==> config.mk <==
export PLATFORM = sky130hd
export DESIGN_NAME = lag_tolerant_checker_chk_channel
export DESIGN_NICKNAME = d
export VERILOG_FILES = /design/src/rtl/lag_tolerant_checker_pkg.sv /design/src/rtl/lag_tolerant_checker_chk_channel.sv
export SDC_FILE = /design/constraint.sdc
export NUM_CORES = 1
export LEC_CHECK = 0
export CORE_MARGIN = 3
export CORE_UTILIZATION = 54
export CTS_BUF_LIST = sky130_fd_sc_hd__clkbuf_4 sky130_fd_sc_hd__clkbuf_8 sky130_fd_sc_hd__clkbuf_16
export DETAILED_ROUTE_END_ITERATION = 12
export GPL_ROUTABILITY_DRIVEN = 0
export GPL_TIMING_DRIVEN = 0
export PLACE_DENSITY = 0.87
export SLEW_MARGIN = 20
export SYNTH_ARGS = -nofsm -noshare
export SYNTH_HDL_FRONTEND = slang
export SYNTH_SLANG_ARGS = --single-unit
export TNS_END_PERCENT = 10
==> constraint.sdc <==
create_clock -name clk -period 3.1 [get_ports clk]
set_clock_uncertainty 0.15 [all_clocks]
set_input_delay 0.62 -clock clk [delete_from_list [all_inputs] [get_ports clk]]
set_output_delay 0.62 -clock clk [all_outputs]
set_load 0.02 [all_outputs]
==> src/rtl/lag_tolerant_checker_pkg.sv <==
// Shared state encoding and defaults for the lag-tolerant golden/observed checker.
package lag_tolerant_checker_pkg;

  typedef enum logic [1:0] {
    CHK_SYNC = 2'b00,
    CHK_WAIT = 2'b01,
    CHK_ERR  = 2'b10
  } chk_state_e;

  localparam int DEF_LAG_MAX = 3;
  localparam int DEF_CNT_W   = 8;

endpackage

==> src/rtl/lag_tolerant_checker_chk_channel.sv <==
// One compared signal: lag-window FSM, registered mismatch pulse, saturating
// error counter and sticky flag.
module lag_tolerant_checker_chk_channel
  import lag_tolerant_checker_pkg::*;
#(
  parameter int LAG_MAX = DEF_LAG_MAX,
  parameter int CNT_W   = DEF_CNT_W
) (
  input  logic             clk,
  input  logic             reset_L,
  input  logic             enable,
  input  logic             clear_counts,
  input  logic             exp,
  input  logic             obs,
  output logic             detect,
  output logic             mismatch,
  output logic             err_sticky,
  output logic [CNT_W-1:0] err_count,
  output chk_state_e       state
);

  localparam int LAG_W = (LAG_MAX < 1) ? 1 : $clog2(LAG_MAX + 1);

  chk_state_e       next_state;
  logic [LAG_W-1:0] lag, next_lag;
  logic             target, next_target;
  logic             exp_q;
  logic             exp_edge;

  assign exp_edge = (exp != exp_q);

  always_comb begin
    next_state  = state;
    next_lag    = lag;
    next_target = target;
    detect      = 1'b0;
    if (!enable) begin
      next_state = CHK_SYNC;
      next_lag   = '0;
    end else begin
      unique case (state)
        CHK_SYNC: begin
          if (obs != exp) begin
            if (exp_edge && (LAG_MAX > 0)) begin
              next_state  = CHK_WAIT;
              next_target = exp;
              next_lag    = LAG_W'(1);
            end else begin
              next_state = CHK_ERR;
              detect     = 1'b1;
            end
          end
        end
        CHK_WAIT: begin
          if (obs == target) begin
            next_state = CHK_SYNC;
            next_lag   = '0;
          end else if (exp != target) begin
            // exp moved again before obs caught up: that transition was dropped
            detect      = 1'b1;
            next_target = exp;
            next_lag    = LAG_W'(1);
          end else if (lag == LAG_W'(LAG_MAX)) begin
            next_state = CHK_ERR;
            next_lag   = '0;
            detect     = 1'b1;
          end else begin
            next_lag = lag + LAG_W'(1);
          end
        end
        CHK_ERR: begin
          if (obs == exp) next_state = CHK_SYNC;
        end
        default: begin
          next_state = CHK_SYNC;
          next_lag   = '0;
        end
      endcase
    end
  end

  always_ff @(posedge clk or negedge reset_L) begin
    if (!reset_L) begin
      state  <= CHK_SYNC;
      lag    <= '0;
      target <= 1'b0;
      exp_q  <= 1'b0;
    end else begin
      state  <= next_state;
      lag    <= next_lag;
      target <= next_target;
      exp_q  <= exp;
    end
  end

  // A detection coinciding with clear_counts survives the clear.
  always_ff @(posedge clk or negedge reset_L) begin
    if (!reset_L) begin
      mismatch   <= 1'b0;
      err_sticky <= 1'b0;
      err_count  <= '0;
    end else begin
      mismatch <= detect;
      if (clear_counts) begin
        err_sticky <= detect;
        err_count  <= detect ? CNT_W'(1) : '0;
      end else if (detect) begin
        err_sticky <= 1'b1;
        if (err_count != '1) err_count <= err_count + CNT_W'(1);
      end
    end
  end

endmodule

==> results.cfg, run 1 <==
[run]
cap_violations = 0

[floorplan]
ios = 19
coreArea_um2 = 1630
rows = 14
fp.dieArea_um2 = 2400
start_util_pct = 61.3
die_h_um = 49
die_x_um = 49

[worst_setup_path]
path_cells = clkdlybuf4s50_1 > buf_4 > o21ai_1 > o2bb2ai_1 > a32oi_2 > buf_6 > clkinvlp_4 > clkdlybuf4s15_2
r2r_cells = 8
start_kind = primary input
cp.required_ps = 2330
slowest_delay_ps = 450
arrival_ps = 2300
cp_slowest_cell = clkdlybuf4s50_1
cp-end-kind = output port
cp.depth = 8
path_delay_family = buffers and inverters
path_class = in -> out
crit_fanout = 10
cp_num_buf_inv = 5

[sta]
finalMaxSlewViolations = 0
worst_hold_slack_ps = 380
finalHoldViolCount = 0
clock.fmax_mhz = 326
min_period_ps = 3070
tightest_slew_ps = 711
setup_viol = 0
fin_ws_ps = 27.8
fin_crit_sh_pct = 99.1
slew_headroom_pct = 52.4

[logic_synthesis]
syn_inst = 113
async_reset_ff_share_pct = 100
ys_types = 41
yosys_warnings = 0
synth_top_cell_by_area = dfrtp_1
ys_ff_latch = 16
ys_top_cells_by_area = dfrtp_1 40%, o21ai_0 5.0%, a21oi_1 4.0%, nand2_1 3.8%, nor2_1 2.6%
synthFlopType = dfrtp_1
syn_area_um2 = 998
avgSynthCellArea_um2 = 8.84
yosysTopAreaCellShare_pct = 40.1
syn-num-nets = 121
synth_edf_count = 0
yosysMostFrequentCell = dfrtp_1
yosys-top-cells-count = 16 x dfrtp_1, 10 x nand2_1, 10 x o21ai_0, 8 x a21oi_1, 7 x nor2_1
synth_seq_area_share_pct = 40.1

[placement]
hpwlAfterDp_mm = 1.61
place_ws_ps = -316
dpl.cell_count = 155
io_buffers = 18

[clock_tree]
hold_buffers = 0
clockBufferDepth = 2
root_buffer = clkbuf_4
cts_tree = yes
cts-htree-levels = 1
clock_latency_ps = 290
cts-buffers-inserted = 3
cts.sinks = 16
clkTransAtPathRegs_ps = 100

[finish]
fin_cells = 165
layout-drive-gt1-share_pct = 14.9
n_fill_cell = 110
syn2layout_area_growth_pct = 30.5
insertedDiodeCount = 0
nets = 150

[power_and_ir_drop]
leakagePower_nw = 0.529
power.density_nw_per_um2 = 394
vdd_ir_drop_max_mv = 0.288

[global_routing]
grt_start_max_net_pins = 17
gr-total-overflow = 0
grt_pass1_wl_mm = 3.68
grt_pass1_vias = 821
grt_use_total_pct = 19.1
antenna_found_initial = 0

[drt]
drtIter0Drc = 23
drcViolationCount = 0
first_pass_iters = 4
final_antenna_net_count = 0
vias_per_cell = 5.90
wl_mm = 2.33
vias = 973
wl_per_cell_um = 14.1

[run_status]
status = completed

[hold_path]
holdCritPathClass = reg -> reg
hold_depth = 2
==> worst register-to-register path, stage by stage (launching register included) <==
cell,delay (ps)
dfrtp_1,400
ha_1,290
o21ai_1,100
o2bb2ai_1,220
a32oi_2,110
buf_6,160
buf_4,150
or4_1,500
a21oi_1,150
==> through the flow <==
step | instance area, µm² | setup TNS (ps) | utilization (%) | power (mW)
global route | 1300 | -53.8 | 80.0 | 0.542
global placement | 1210 | -285 | 74.2 | 0.358
floorplan | 998 | 0 | - | 0.316
CTS | 1250 | 0 | 76.5 | 0.503
finish | 1300 | 0 | 80.0 | 0.513
detailed placement | 1210 | -316 | 74.2 | 0.361
==> sequential cells by signal, summed over array words and instances (netlist names) <==
| register | count |
|---|---|
| err_count | 8 |
| lag | 2 |
| state | 2 |
| err_sticky | 1 |
| exp_q | 1 |
| mismatch | 1 |
| target | 1 |
==> final timing paths <==
check / start / end / slack, ps
worst max-delay path: exp / detect / 30
worst min-delay path: err_sticky$_DFFE_PN0P_ / err_sticky$_DFFE_PN0P_ / 380
worst max register to register: lag[0]$_DFFE_PN0P_ / err_count[7]$_DFFE_PN0P_ / 800
worst min register to register: err_sticky$_DFFE_PN0P_ / err_sticky$_DFFE_PN0P_ / 380
max in group asynchronous: reset_L / lag[1]$_DFFE_PN0P_ / 1760
min in group asynchronous: reset_L / err_count[1]$_DFFE_PN0P_ / 600
==> routing by layer <==
metal | wire length, µm | part of all wire, % | GRT usage (%)
met1 | 1110 | 48 | 27.8
met2 | 1060 | 46 | 28.1
met3 | 123 | 5.3 | 4.28
met4 | 36 | 1.5 | 6.16
met5 | 0 | 0 | 0
==> power breakdown <==
part | switching (mW) | total (mW) | internal (mW)
logic | 0.0665 | 0.129 | 0.0630
clock network | 0.0702 | 0.142 | 0.0716
registers | 0.0193 | 0.241 | 0.222
==> cell type report <==
type	count	area [µm²]	area share, %
multi-input combinational	86	546	41.9
inverter	6	26.3	2.02
buffer	5	37.5	2.88
clock buffer	4	36.3	2.79
timing repair buffer	24	226	17.4
tap	24	30.0	2.31
sequential	16	400	30.7
==> layout by cell type (no fill, tap or decap), drive strengths merged, types with 2 or more instances in the layout <==
master	instances
a211oi	2
a21oi	8
a22oi	2
and2	2
and2b	2
buf	10
clkbuf	5
clkdlybuf4s50	17
dfrtp	16
ha	2
inv	5
nand2	10
nand2b	3
nand3	2
nand4	2
nor2	7
nor2b	5
nor3	3
o211ai	3
o21ai	12
o31ai	3
or3	2
or4	2
==> cells by family (layout without fill, tap and decap cells) <==
group / after synthesis / after routing / share of synthesized area [%]
compound gates: 39 / 39 / 25.7
simple gates: 44 / 44 / 24.8
xor+xnor: 1 / 1 / 0.877
fa+ha+maj: 2 / 2 / 2.51
flops: 16 / 16 / 40.1
buf+inv: 11 / 39 / 6.01
==> what timing repair did <==
item | in CTS | in global routing
pin swaps | 1 | 1
resized for setup | 3 | 2
endpoints found under the setup margin | 1 | 1
buffers inserted | 0 | 6
gates cloned | 0 | 0
No activity file was read; power rests on OpenSTA's default activity.
==> inputs of run 2 (changes only) <==
--- a/config.mk
+++ b/config.mk
@@ -5,13 +5,15 @@
 export SDC_FILE = /design/constraint.sdc
 export NUM_CORES = 1
 export LEC_CHECK = 0
+export CELL_PAD_IN_SITES_DETAIL_PLACEMENT = 0
+export CELL_PAD_IN_SITES_GLOBAL_PLACEMENT = 1
 export CORE_MARGIN = 3
-export CORE_UTILIZATION = 54
+export CORE_UTILIZATION = 41
 export CTS_BUF_LIST = sky130_fd_sc_hd__clkbuf_4 sky130_fd_sc_hd__clkbuf_8 sky130_fd_sc_hd__clkbuf_16
 export DETAILED_ROUTE_END_ITERATION = 12
 export GPL_ROUTABILITY_DRIVEN = 0
 export GPL_TIMING_DRIVEN = 0
-export PLACE_DENSITY = 0.87
+export PLACE_DENSITY_LB_ADDON = 0.05
 export SLEW_MARGIN = 20
 export SYNTH_ARGS = -nofsm -noshare
 export SYNTH_HDL_FRONTEND = slang
==> results.cfg, run 2 (same netlist as run 1, synthesis figures left out) <==
[run_status]
status = completed

[finish]
largest_reg_flops = 8
layout-drive-gt1-share_pct = 13.7
syn2layout_area_growth_pct = 28.8
nets = 148
final_common_cell = clkdlybuf4s50_1
regMostFlops = err_count
insertedDiodeCount = 0
largestRegisters = err_count x8, lag x2, state x2
layout.cells.most_common_list = 17 x clkdlybuf4s50_1, 16 x dfrtp_1, 10 x o21ai_0, 10 x nand2_1, 8 x a21oi_1
fin_util_pct = 57.0
n_fill_cell = 232

[sta]
min_period_ps = 2950
worst_hold_slack_ps = 398
fin_crit_sh_pct = 95.2
finalHoldViolCount = 0
setup_viol = 0
tightest_slew_ps = 715
clock.fmax_mhz = 339
slew_headroom_pct = 52.2
finalMaxSlewViolations = 0
rsz0062_at_grt = no

[floorplan]
coreArea_um2 = 2250
start_util_pct = 44.3
die_x_um = 55.4
ios = 19
fp.dieArea_um2 = 3060
rows = 17
die_h_um = 55.4

[clock_tree]
hold_buffers = 0
root_buffer = clkbuf_4
cts-htree-levels = 1
clkTransAtPathRegs_ps = 90
clock_latency_ps = 290
cts_tree = yes
clockBufferDepth = 2
cts.sinks = 16
cts-buffers-inserted = 3

[drt]
wl_mm = 2.29
final_antenna_net_count = 0
first_pass_iters = 4
drtIter0Drc = 19
vias_per_cell = 5.59
wl_per_cell_um = 13.7
vias = 934
drcViolationCount = 0

[worst_setup_path]
cp.required_ps = 2330
arrival_ps = 2180
cp-end-kind = output port
start_kind = primary input
path_class = in -> out
crit_fanout = 10

[global_routing]
antenna_found_initial = 0
grt_pass1_vias = 919
grt_start_max_net_pins = 17
gr-total-overflow = 0
grt_use_total_pct = 16.8
grt_pass1_wl_mm = 4.24

[placement]
hpwlAfterDp_mm = 1.75
io_buffers = 18

[power_and_ir_drop]
leakagePower_nw = 0.520
p_switching_mw = 0.150
power.density_nw_per_um2 = 392
clockPowerShare_pct = 27.4
internal_power_mw = 0.354
seq_power_share_pct = 47.8
vdd_ir_drop_max_mv = 0.290
pwr-share-comb_pct = 24.7
switching_share_pct = 29.8

[run]
cap_violations = 0

[hold_path]
holdCritPathClass = reg -> reg
-- run 2: path summary, 6_finish.rpt --
| path | from | endpoint | slack [ps] | depth (start not counted) |
|---|---|---|---|---|
| min in group asynchronous | reset_L | err_count[2]$_DFFE_PN0P_ | 600 | 1 |
| setup / recovery | exp | detect | 150 | 8 |
| setup reg to reg | lag[0]$_DFFE_PN0P_ | err_count[7]$_DFFE_PN0P_ | 880 | 8 |
| max in group asynchronous | reset_L | state[1]$_DFFE_PN0P_ | 1750 | 1 |
| hold reg to reg | err_sticky$_DFFE_PN0P_ | err_sticky$_DFFE_PN0P_ | 400 | 2 |
| hold / removal | err_sticky$_DFFE_PN0P_ | err_sticky$_DFFE_PN0P_ | 400 | 2 |
-- run 2: worst max-delay path, cell delays in order --
cell	delay, ps
clkdlybuf4s50_1	450
buf_4	190
nand3b_1	80
o21ai_0	110
a32oi_2	290
buf_6	140
clkinvlp_4	100
buf_2	170
-- run 2: layout make-up --
type                    instances  area (µm²)  area share [%]
repair buffers                 22         205            16.0
well taps                      28        35.0            2.72
flip-flops and latches         16         400            31.1
plain buffers                   5        37.5            2.92
clock buffers                   4        36.3            2.82
inverters                       6        26.3            2.04
multi-input cells              86         546            42.4
-- run 2: per-stage QoR --
stage,std cells,cell area (µm²),setup TNS (ps),setup slack [ps],power (mW)
after floorplan,113,998,0,874,0.316
after global placement,159,1210,-353,-353,0.360
after detailed placement,159,1210,-362,-362,0.363
after CTS,163,1260,0,51.8,0.508
after global routing,167,1290,0,33.6,0.534
final,167,1290,0,149,0.504
-- run 2: layer usage --
layer,vias to the layer above,share of wire (%),global-route usage (%)
met5,-,0,0
met1,441,50,23.6
met3,2,5.5,5.61
met2,23,44,25.2
met4,0,0.44,3.13
li1,468,-,-
-- run 2: timing repair --
item | in CTS | in global routing
gates resized for setup | 6 | 0
setup endpoints to repair | 1 | 1
pin swaps | 0 | 1
buffers inserted | 0 | 4
-- run 2: power groups by stage --
stage | registers, mW | clock network, mW | logic, mW
after global placement | 0.243 | 0 | 0.116
after floorplan | 0.249 | 0 | 0.0673
after global routing | 0.244 | 0.152 | 0.138
final | 0.241 | 0.138 | 0.125
after CTS | 0.240 | 0.147 | 0.120
after detailed placement | 0.244 | 0 | 0.119
==> inputs of run 3 (changes only) <==
--- a/config.mk
+++ b/config.mk
@@ -10,6 +10,7 @@
 export CORE_MARGIN = 3
 export CORE_UTILIZATION = 41
 export CTS_BUF_LIST = sky130_fd_sc_hd__clkbuf_4 sky130_fd_sc_hd__clkbuf_8 sky130_fd_sc_hd__clkbuf_16
+export CTS_CLUSTER_DIAMETER = 80
 export DETAILED_ROUTE_END_ITERATION = 12
 export GPL_ROUTABILITY_DRIVEN = 0
 export GPL_TIMING_DRIVEN = 0
==> results of run 3 <==
Final layout, timing and power as in run 2 (identical DEF).
